**src/rtl/mux_scan_if.sv**
```systemverilog
// mux_scan_if: request/handshake bundle between a consumer, the 8:1 enabled
// mux and the mux_scan_ctrl sequencer.
// The optional parity output exists only when MUX_SCAN_PARITY_EN is defined.
interface mux_scan_if;
    logic       start;
    logic       abort;
    logic       ack;
    logic       mux_o;
    logic       e;
    logic       s0;
    logic       s1;
    logic       s2;
    logic [7:0] word;
    logic       valid;
    logic       busy;
`ifdef MUX_SCAN_PARITY_EN
    logic       parity;
`endif

    // consumer / stimulus side
    modport master (
        output start, abort, ack, mux_o,
        input  e, s0, s1, s2, word, valid, busy
`ifdef MUX_SCAN_PARITY_EN
        , input parity
`endif
    );

    // sequencer side
    modport slave (
        input  start, abort, ack, mux_o,
        output e, s0, s1, s2, word, valid, busy
`ifdef MUX_SCAN_PARITY_EN
        , output parity
`endif
    );
endinterface

```
**src/rtl/mux_scan_ctrl.sv**
```systemverilog
// mux_scan_ctrl: on start, walks the 8:1 mux select through channels 0..7,
// holding each for SETTLE+1 cycles, samples the mux output on the last cycle
// of each channel and publishes the packed byte with a valid/ack handshake.
// Optional feature: define MUX_SCAN_PARITY_EN to add a registered parity
// output (XOR of all word bits) that updates together with word.
//
// state | meaning
// IDLE  | mux disabled, waiting for start
// SCAN  | mux enabled, select = channel counter, settling/sampling
// DONE  | word valid, waiting for ack; start and abort ignored
module mux_scan_ctrl #(
    parameter int unsigned SETTLE = 1
) (
    input  logic      clk,
    input  logic      rst_n,
    mux_scan_if.slave bus
);

    localparam logic [3:0] SETTLE_CNT = 4'(SETTLE);

    typedef enum logic [1:0] {IDLE, SCAN, DONE} state_t;

    state_t     state_q, state_d;
    logic [2:0] ch_q, ch_d;
    logic [3:0] cnt_q, cnt_d;
    // channel 7 goes straight from the mux into word, so only 0..6 are shadowed
    logic [6:0] shadow_q, shadow_d;
    logic [7:0] word_q, word_d;
    logic       valid_q, valid_d;
    logic       e_q, e_d;
    logic       busy_q, busy_d;
`ifdef MUX_SCAN_PARITY_EN
    logic       parity_q, parity_d;
`endif

    // state and output registers; reset clears everything immediately
    always_ff @(posedge clk or negedge rst_n) begin
        if (!rst_n) begin
            state_q  <= IDLE;
            ch_q     <= 3'd0;
            cnt_q    <= 4'd0;
            shadow_q <= 7'd0;
            word_q   <= 8'h00;
            valid_q  <= 1'b0;
            e_q      <= 1'b0;
            busy_q   <= 1'b0;
`ifdef MUX_SCAN_PARITY_EN
            parity_q <= 1'b0;
`endif
        end else begin
            state_q  <= state_d;
            ch_q     <= ch_d;
            cnt_q    <= cnt_d;
            shadow_q <= shadow_d;
            word_q   <= word_d;
            valid_q  <= valid_d;
            e_q      <= e_d;
            busy_q   <= busy_d;
`ifdef MUX_SCAN_PARITY_EN
            parity_q <= parity_d;
`endif
        end
    end

    // next-state, counters and next values of the registered outputs
    always_comb begin
        state_d  = state_q;
        ch_d     = ch_q;
        cnt_d    = cnt_q;
        shadow_d = shadow_q;
        word_d   = word_q;
        valid_d  = valid_q;
        e_d      = e_q;
        busy_d   = busy_q;
`ifdef MUX_SCAN_PARITY_EN
        parity_d = parity_q;
`endif
        case (state_q)
            IDLE: begin
                if (bus.start) begin
                    state_d  = SCAN;
                    ch_d     = 3'd0;
                    cnt_d    = 4'd0;
                    shadow_d = 7'd0;
                    e_d      = 1'b1;
                    busy_d   = 1'b1;
                end
            end
            SCAN: begin
                if (bus.abort) begin
                    // abort wins over a sample on the same edge
                    state_d  = IDLE;
                    ch_d     = 3'd0;
                    cnt_d    = 4'd0;
                    shadow_d = 7'd0;
                    e_d      = 1'b0;
                    busy_d   = 1'b0;
                end else if (cnt_q == SETTLE_CNT) begin
                    cnt_d = 4'd0;
                    if (ch_q == 3'd7) begin
                        word_d  = {bus.mux_o, shadow_q};
                        valid_d = 1'b1;
                        state_d = DONE;
                        ch_d    = 3'd0;
                        e_d     = 1'b0;
                        busy_d  = 1'b0;
`ifdef MUX_SCAN_PARITY_EN
                        parity_d = bus.mux_o ^ (^shadow_q);
`endif
                    end else begin
                        shadow_d[ch_q] = bus.mux_o;
                        ch_d           = ch_q + 3'd1;
                    end
                end else begin
                    cnt_d = cnt_q + 4'd1;
                end
            end
            DONE: begin
                if (bus.ack) begin
                    valid_d = 1'b0;
                    state_d = IDLE;
                end
            end
            default: begin
                state_d = IDLE;
            end
        endcase
    end

    assign bus.e     = e_q;
    assign bus.s0    = ch_q[0];
    assign bus.s1    = ch_q[1];
    assign bus.s2    = ch_q[2];
    assign bus.word  = word_q;
    assign bus.valid = valid_q;
    assign bus.busy  = busy_q;
`ifdef MUX_SCAN_PARITY_EN
    assign bus.parity = parity_q;
`endif

endmodule

```
**src/flat_wrapper.sv**
```systemverilog
// flat-port wrapper written by rule: the top's interface ports become plain ports
module mux_scan_ctrl_flat 
#(
    parameter int unsigned SETTLE = 1
)
  (clk, rst_n, bus_start, bus_abort, bus_ack, bus_mux_o, bus_e, bus_s0, bus_s1, bus_s2, bus_word, bus_valid, bus_busy);
  mux_scan_if bus_i ();
  input  logic clk;
  input  logic rst_n;
  input wire logic [$bits(bus_i.start)-1:0] bus_start;
  input wire logic [$bits(bus_i.abort)-1:0] bus_abort;
  input wire logic [$bits(bus_i.ack)-1:0] bus_ack;
  input wire logic [$bits(bus_i.mux_o)-1:0] bus_mux_o;
  output wire logic [$bits(bus_i.e)-1:0] bus_e;
  output wire logic [$bits(bus_i.s0)-1:0] bus_s0;
  output wire logic [$bits(bus_i.s1)-1:0] bus_s1;
  output wire logic [$bits(bus_i.s2)-1:0] bus_s2;
  output wire logic [$bits(bus_i.word)-1:0] bus_word;
  output wire logic [$bits(bus_i.valid)-1:0] bus_valid;
  output wire logic [$bits(bus_i.busy)-1:0] bus_busy;
  assign bus_i.start = bus_start;
  assign bus_i.abort = bus_abort;
  assign bus_i.ack = bus_ack;
  assign bus_i.mux_o = bus_mux_o;
  assign bus_e = bus_i.e;
  assign bus_s0 = bus_i.s0;
  assign bus_s1 = bus_i.s1;
  assign bus_s2 = bus_i.s2;
  assign bus_word = bus_i.word;
  assign bus_valid = bus_i.valid;
  assign bus_busy = bus_i.busy;
  mux_scan_ctrl #(.SETTLE(SETTLE)) u_core (.clk(clk), .rst_n(rst_n), .bus(bus_i));
endmodule
```
**config.mk**
```make
export PLATFORM = sky130hd
export DESIGN_NAME = mux_scan_ctrl_flat
export DESIGN_NICKNAME = d
export VERILOG_FILES = /design/src/rtl/mux_scan_if.sv /design/src/rtl/mux_scan_ctrl.sv /design/src/flat_wrapper.sv
export SDC_FILE = /design/constraint.sdc
export NUM_CORES = 1
export LEC_CHECK = 0
export ABC_AREA = 1
export CAP_MARGIN = 20
export CORE_UTILIZATION = 45
export DETAILED_ROUTE_END_ITERATION = 7
export GPL_TIMING_DRIVEN = 0
export PLACE_DENSITY_LB_ADDON = 0.12
export RECOVER_POWER = 50
export SLEW_MARGIN = 5
export SYNTH_ARGS = -nofsm -noshare
export SYNTH_HDL_FRONTEND = slang
export SYNTH_SLANG_ARGS = --single-unit
export TNS_END_PERCENT = 10
```
**constraint.sdc**
```tcl
create_clock -name clk -period 4.2 [get_ports clk]
set_input_delay 1.26 -clock clk [delete_from_list [all_inputs] [get_ports clk]]
set_output_delay 1.26 -clock clk [all_outputs]
set_load 0.05 [all_outputs]
```
After elaboration in Yosys (flattened, before gate mapping)
Cells that the tools add are included.
{ "op_classes": {"add_sub_neg": 2, "mux": 33, "n_lt_le_gt_ge": 2, "n_eq_ne": 12, "reduce_logical": 11, "n_bitwise": 1} }
{ "ops": {"columns": ["operator", "n"], "rows": [
  ["two-way mux 7 bit", 4],
  ["AND reduction 4 bit", 4],
  ["case mux 7 bit (2 select lines)", 1],
  ["two-way mux 3 bit", 4],
  ["two-way mux 4 bit", 3],
  ["two-way mux 2 bit", 5],
  ["two-way mux 1 bit", 9],
  ["case mux 4 bit (2 select lines)", 1],
  ["bitwise mux 7 bit", 1],
  ["!= test 2 bit (second input constant)", 3],
  ["!= test 3 x 2 -> 1 bit (second input constant)", 2],
  ["case mux 2 bit (3 select lines)", 1],
  ["case mux 3 bit (2 select lines)", 1],
  ["AND reduction 5 bit", 1],
  ["adder 4 x 1 -> 4 bit (second input constant)", 1],
  ["equality test 4 x 1 -> 1 bit (second input constant)", 1],
  ["< comparator 3 x 4 -> 1 bit (second input constant)", 1],
  ["!= test 2 x 1 -> 1 bit (second input constant)", 2],
  ["case mux 1 bit (2 select lines)", 2],
  ["nonzero test 2 bit", 2],
  ["adder 3 x 1 -> 3 bit (second input constant)", 1],
  ["demux 1 bit (select 3 bit)", 1],
  ["equality test 3 bit (second input constant)", 1],
  ["greater-or-equal comparator 3 x 1 -> 1 bit (second input constant)", 1],
  ["8 further kinds", 8]
]} }
{ "word_totals": {"ff_bits": 26, "word_cells": 68} }

Logic depth before layout (Yosys ltp)
{ "depth": {"word_depth": 9, "ltp_mapped": 8} }

Worst setup path before layout
Ideal clock, no wire load.
{ "synth_path": {"path_kind": "register -> output", "from": "reg u_core.e_q, in the netlist u_core.bus.e", "to": "out bus_e", "arrival_ps": 901, "required_time_ps": 2940, "path_stages_with_launch": 2, "setup_slack_ps": 2039, "path_cell_list": "dfrtp_1 > buf_4"} }
{ "synth_rtl": {"columns": ["item", "line", "rtl"], "rows": [
  ["start, declared", "mux_scan_ctrl.sv:30", "logic e_q, e_d;"],
  ["start signal, assigned", "mux_scan_ctrl.sv:45", "e_q <= 1'b0;"],
  ["start signal, assigned", "mux_scan_ctrl.sv:57", "e_q <= e_d;"],
  ["end, declared", "flat_wrapper.sv:14", "output wire logic [$bits(bus_i.e)-1:0] bus_e;"]
]} }
No word-level cell between the ends.

Worst setup path in the final report
{ "layout_path": {"from": "reg u_core.ch_q[1]", "to": "out bus_s1"} }
{ "layout_rtl": {"columns": ["item", "line", "rtl"], "rows": [
  ["start, declared", "mux_scan_ctrl.sv:24", "logic [2:0] ch_q, ch_d;"],
  ["start signal, assigned", "mux_scan_ctrl.sv:52", "ch_q <= ch_d;"],
  ["end, declared", "flat_wrapper.sv:16", "output wire logic [$bits(bus_i.s1)-1:0] bus_s1;"]
]} }
No word-level cell between the ends.

==> flow_metrics.env <==
export IMPL_start_kind="flop"
export IMPL_initial_core_util_pct=49.0
export IMPL_drt_wl_total_um=2640
export IMPL_port_buffers=19
export IMPL_grt_max_degree=15
export IMPL_timing_reg2reg_setup_slack_ns=2.22
export IMPL_cpPeakStageDelay_ns=0.85
export IMPL_first_pass_iters=4
export IMPL_drc_errors=0
export IMPL_synth_nets=183
export IMPL_fin_nets=208
export IMPL_clk_pin_slew_ns=0.13
export IMPL_tns_ns=0
export IMPL_clockBufferDepth=2
export IMPL_reg2reg_to="u_core.bus.word[5]$_DFFE_PN0P_"
export IMPL_wl_per_cell_um=11.5
export IMPL_cp_end_kind="primary output"
export IMPL_finalCriticalPeriod_ns=2.91
export IMPL_cts_tree="built"
export IMPL_syn_area_mm2=0.00139
export IMPL_worst_hold_slack_ns=0.489
export IMPL_drt_iter0_drc=34
export IMPL_hold_end="u_core.shadow_q[5]$_DFFE_PN0P_"
export IMPL_async_flop_share_pct=100
export IMPL_synthTopCellsByArea="dfrtp_1 47%, nand2_1 14%, inv_1 7.6%"
export IMPL_hp_class="reg -> reg"
export IMPL_relSlewSlack_pct=52.5
export IMPL_min_from="u_core.shadow_q[5]$_DFFE_PN0P_"
export IMPL_cts_setup_buffers=0
export IMPL_leakage_nw=0.838
export IMPL_synth_enable_flop_cells=0
export IMPL_clkSinkCount=26
export IMPL_core_mm2=0.00283
export IMPL_cts_buffers=3
export IMPL_htreeDepth=1
export IMPL_crit_required_ns=2.94
export IMPL_cts_root_buf="clkbuf_4"
export IMPL_grt_pass1_wl_um=4840
export IMPL_path_depth=1
export IMPL_worstSetupPathType="reg -> out"
export IMPL_setup_viol_count_final=0
export IMPL_yosysTopAreaCell="dfrtp_1"
export IMPL_via_per_inst=5.06
export IMPL_fp_dieW_um=57.5
export IMPL_grtUsageTotal_pct=18.9
export IMPL_dieArea_mm2=0.00331
export IMPL_max_vdd_ir_drop_uv=398
export IMPL_synth_ff_type="dfrtp_1"
export IMPL_area_delta_synth_final_pct=17.0
export IMPL_rows=19
export IMPL_crit_slowest_cell="clkdlybuf4s50_1"
export IMPL_min_path_cells=2
export IMPL_yosysSeqAreaShare_pct=46.9
export IMPL_syn_area_per_cell_um2=7.93
export IMPL_crit_arrival_ns=1.65
export IMPL_worst_slew_pin_transition_ns=0.713
export IMPL_fp_dieH_um=57.5
export IMPL_grt_overflow=0
export IMPL_rsz0062_at_grt="false"
export IMPL_post_synth_top_count_cell="nand2_1"
export IMPL_crit_family="buffers and inverters"
export IMPL_cp_cell_sequence="clkdlybuf4s50_1"
export IMPL_synth_top_area_share_pct=46.9
export IMPL_clkLatencyLatePin_ns=0.32
export IMPL_outcome="completed"
export IMPL_fillers=280
export IMPL_synth_cells=175
export IMPL_cap_violations=0
export IMPL_cts_hold_buffers=0
export IMPL_drv_slew=0
export IMPL_io_pin_count=20
export IMPL_synthTopCellsByCount="50 x nand2_1, 28 x inv_1, 26 x dfrtp_1"
export IMPL_power_density_mw_per_mm2=535
export IMPL_crit_buf_inv=1
export IMPL_first_global_vias=1084
export IMPL_layout_drive_gt1_share_pct=12.6
export IMPL_cts_resized=0
export IMPL_hpwl_um=2010
export IMPL_period_share_pct=69.2
export IMPL_r2r_start="u_core.ch_q[1]$_DFFE_PN0P_"
export IMPL_num_antenna_cells=0
export IMPL_gp_congestion=0.861
export IMPL_skew_ns=0.0126
export IMPL_synth_seq_cells=26
export IMPL_cp_startpoint="u_core.ch_q[1]$_DFFE_PN0P_"
export IMPL_synth_cell_type_count=20
export IMPL_ys_warn_count=0
export IMPL_r2r_cells=6
export IMPL_cp_max_fo=7
export IMPL_hold_viol=0
export IMPL_drtAntennaViolNets=0
export IMPL_fmax_mhz=344
export IMPL_num_vias=1164
export IMPL_antenna_found_initial=0
state kept, by name (all words and copies together), names as in the netlist:
name              cells
u_core.bus.word       8
u_core.ch_q           3
u_core.state_q        2
u_core.bus.e          1
u_core.bus.valid      1
u_core.shadow_q       7
u_core.cnt_q          4
stage by stage:
stage,cell area [um2],std cells,utilization [%],power (mW),setup WS [ns]
2_1_floorplan,1390,175,-,0.654,2.04
3_3_place_gp,1620,225,57.1,0.751,1.51
3_5_place_dp,1630,226,57.7,0.759,1.56
4_1_cts,1670,230,59.0,0.890,1.29
5_1_grt,1620,230,57.4,0.950,1.22
6_report,1620,230,57.4,0.868,1.29
how the worst max path moves through the flow:
stage	endpoint
3_5_place_dp	u_core.cnt_q[1]$_DFFE_PN0P_
3_3_place_gp	u_core.shadow_q[1]$_DFFE_PN0P_
4_1_cts	bus_s1
5_1_grt	bus_s1
6_report	bus_s1
2_1_floorplan	bus_e
power breakdown:
| group | switching, mW | total (mW) | internal, mW |
|---|---|---|---|
| registers | 0.0442 | 0.331 | 0.287 |
| logic | 0.274 | 0.411 | 0.137 |
| clock network | 0.0730 | 0.126 | 0.0530 |
| total | 0.391 | 0.868 | 0.477 |
per-layer routing:
layer	GRT usage (%)	part of all wire, %	wire length [um]	vias to the layer above
met5	0	0	0	-
met4	7.32	1.6	43	0
met3	2.49	5.1	134	5
met2	28.4	43	1130	34
met1	27.7	50	1330	531
li1	-	-	-	594
cell usage in the layout (no fill, tap or decap):
master           synthesis  layout
clkbuf_4                 0       3
nand4_2                  1       1
nand2_1                 50      51
o21ai_2                  8       6
nor2_1                  12      13
o21ai_1                  4       3
ha_1                     2       2
clkdlybuf4s50_1          0      18
inv_2                    6       6
nor3_1                   1       1
dlygate4sd3_1            0       1
o21ai_0                  3       6
clkbuf_8                 0       1
clkbuf_1                 0       2
nor2_4                   2       1
a21oi_1                  2       2
nand2_2                  2       1
nand4_1                  9       9
dfrtp_1                 26      26
nor2_2                   2       2
nand3_1                 11      12
nor3_2                   2       2
buf_4                    3       2
inv_1                   28      28
final cells by class:
| class | instances | area, um2 | area share, % |
|---|---|---|---|
| multi-input combinational | 112 | 557 | 34.3 |
| inverter | 34 | 128 | 7.86 |
| timing repair buffer | 20 | 194 | 12.0 |
| buffer | 3 | 18.8 | 1.16 |
| sequential | 26 | 651 | 40.1 |
| tap | 31 | 38.8 | 2.39 |
| clock buffer | 4 | 36.3 | 2.24 |
cells by family after synthesis:
group | synth area share [%]
buffers and inverters | 10.8
AOI/OAI and AO/OA | 8.30
DFF | 46.9
and+or+nand+nor | 32.2
adders and majority gates | 1.80
Note: power is estimated with default switching activity, not from simulation.
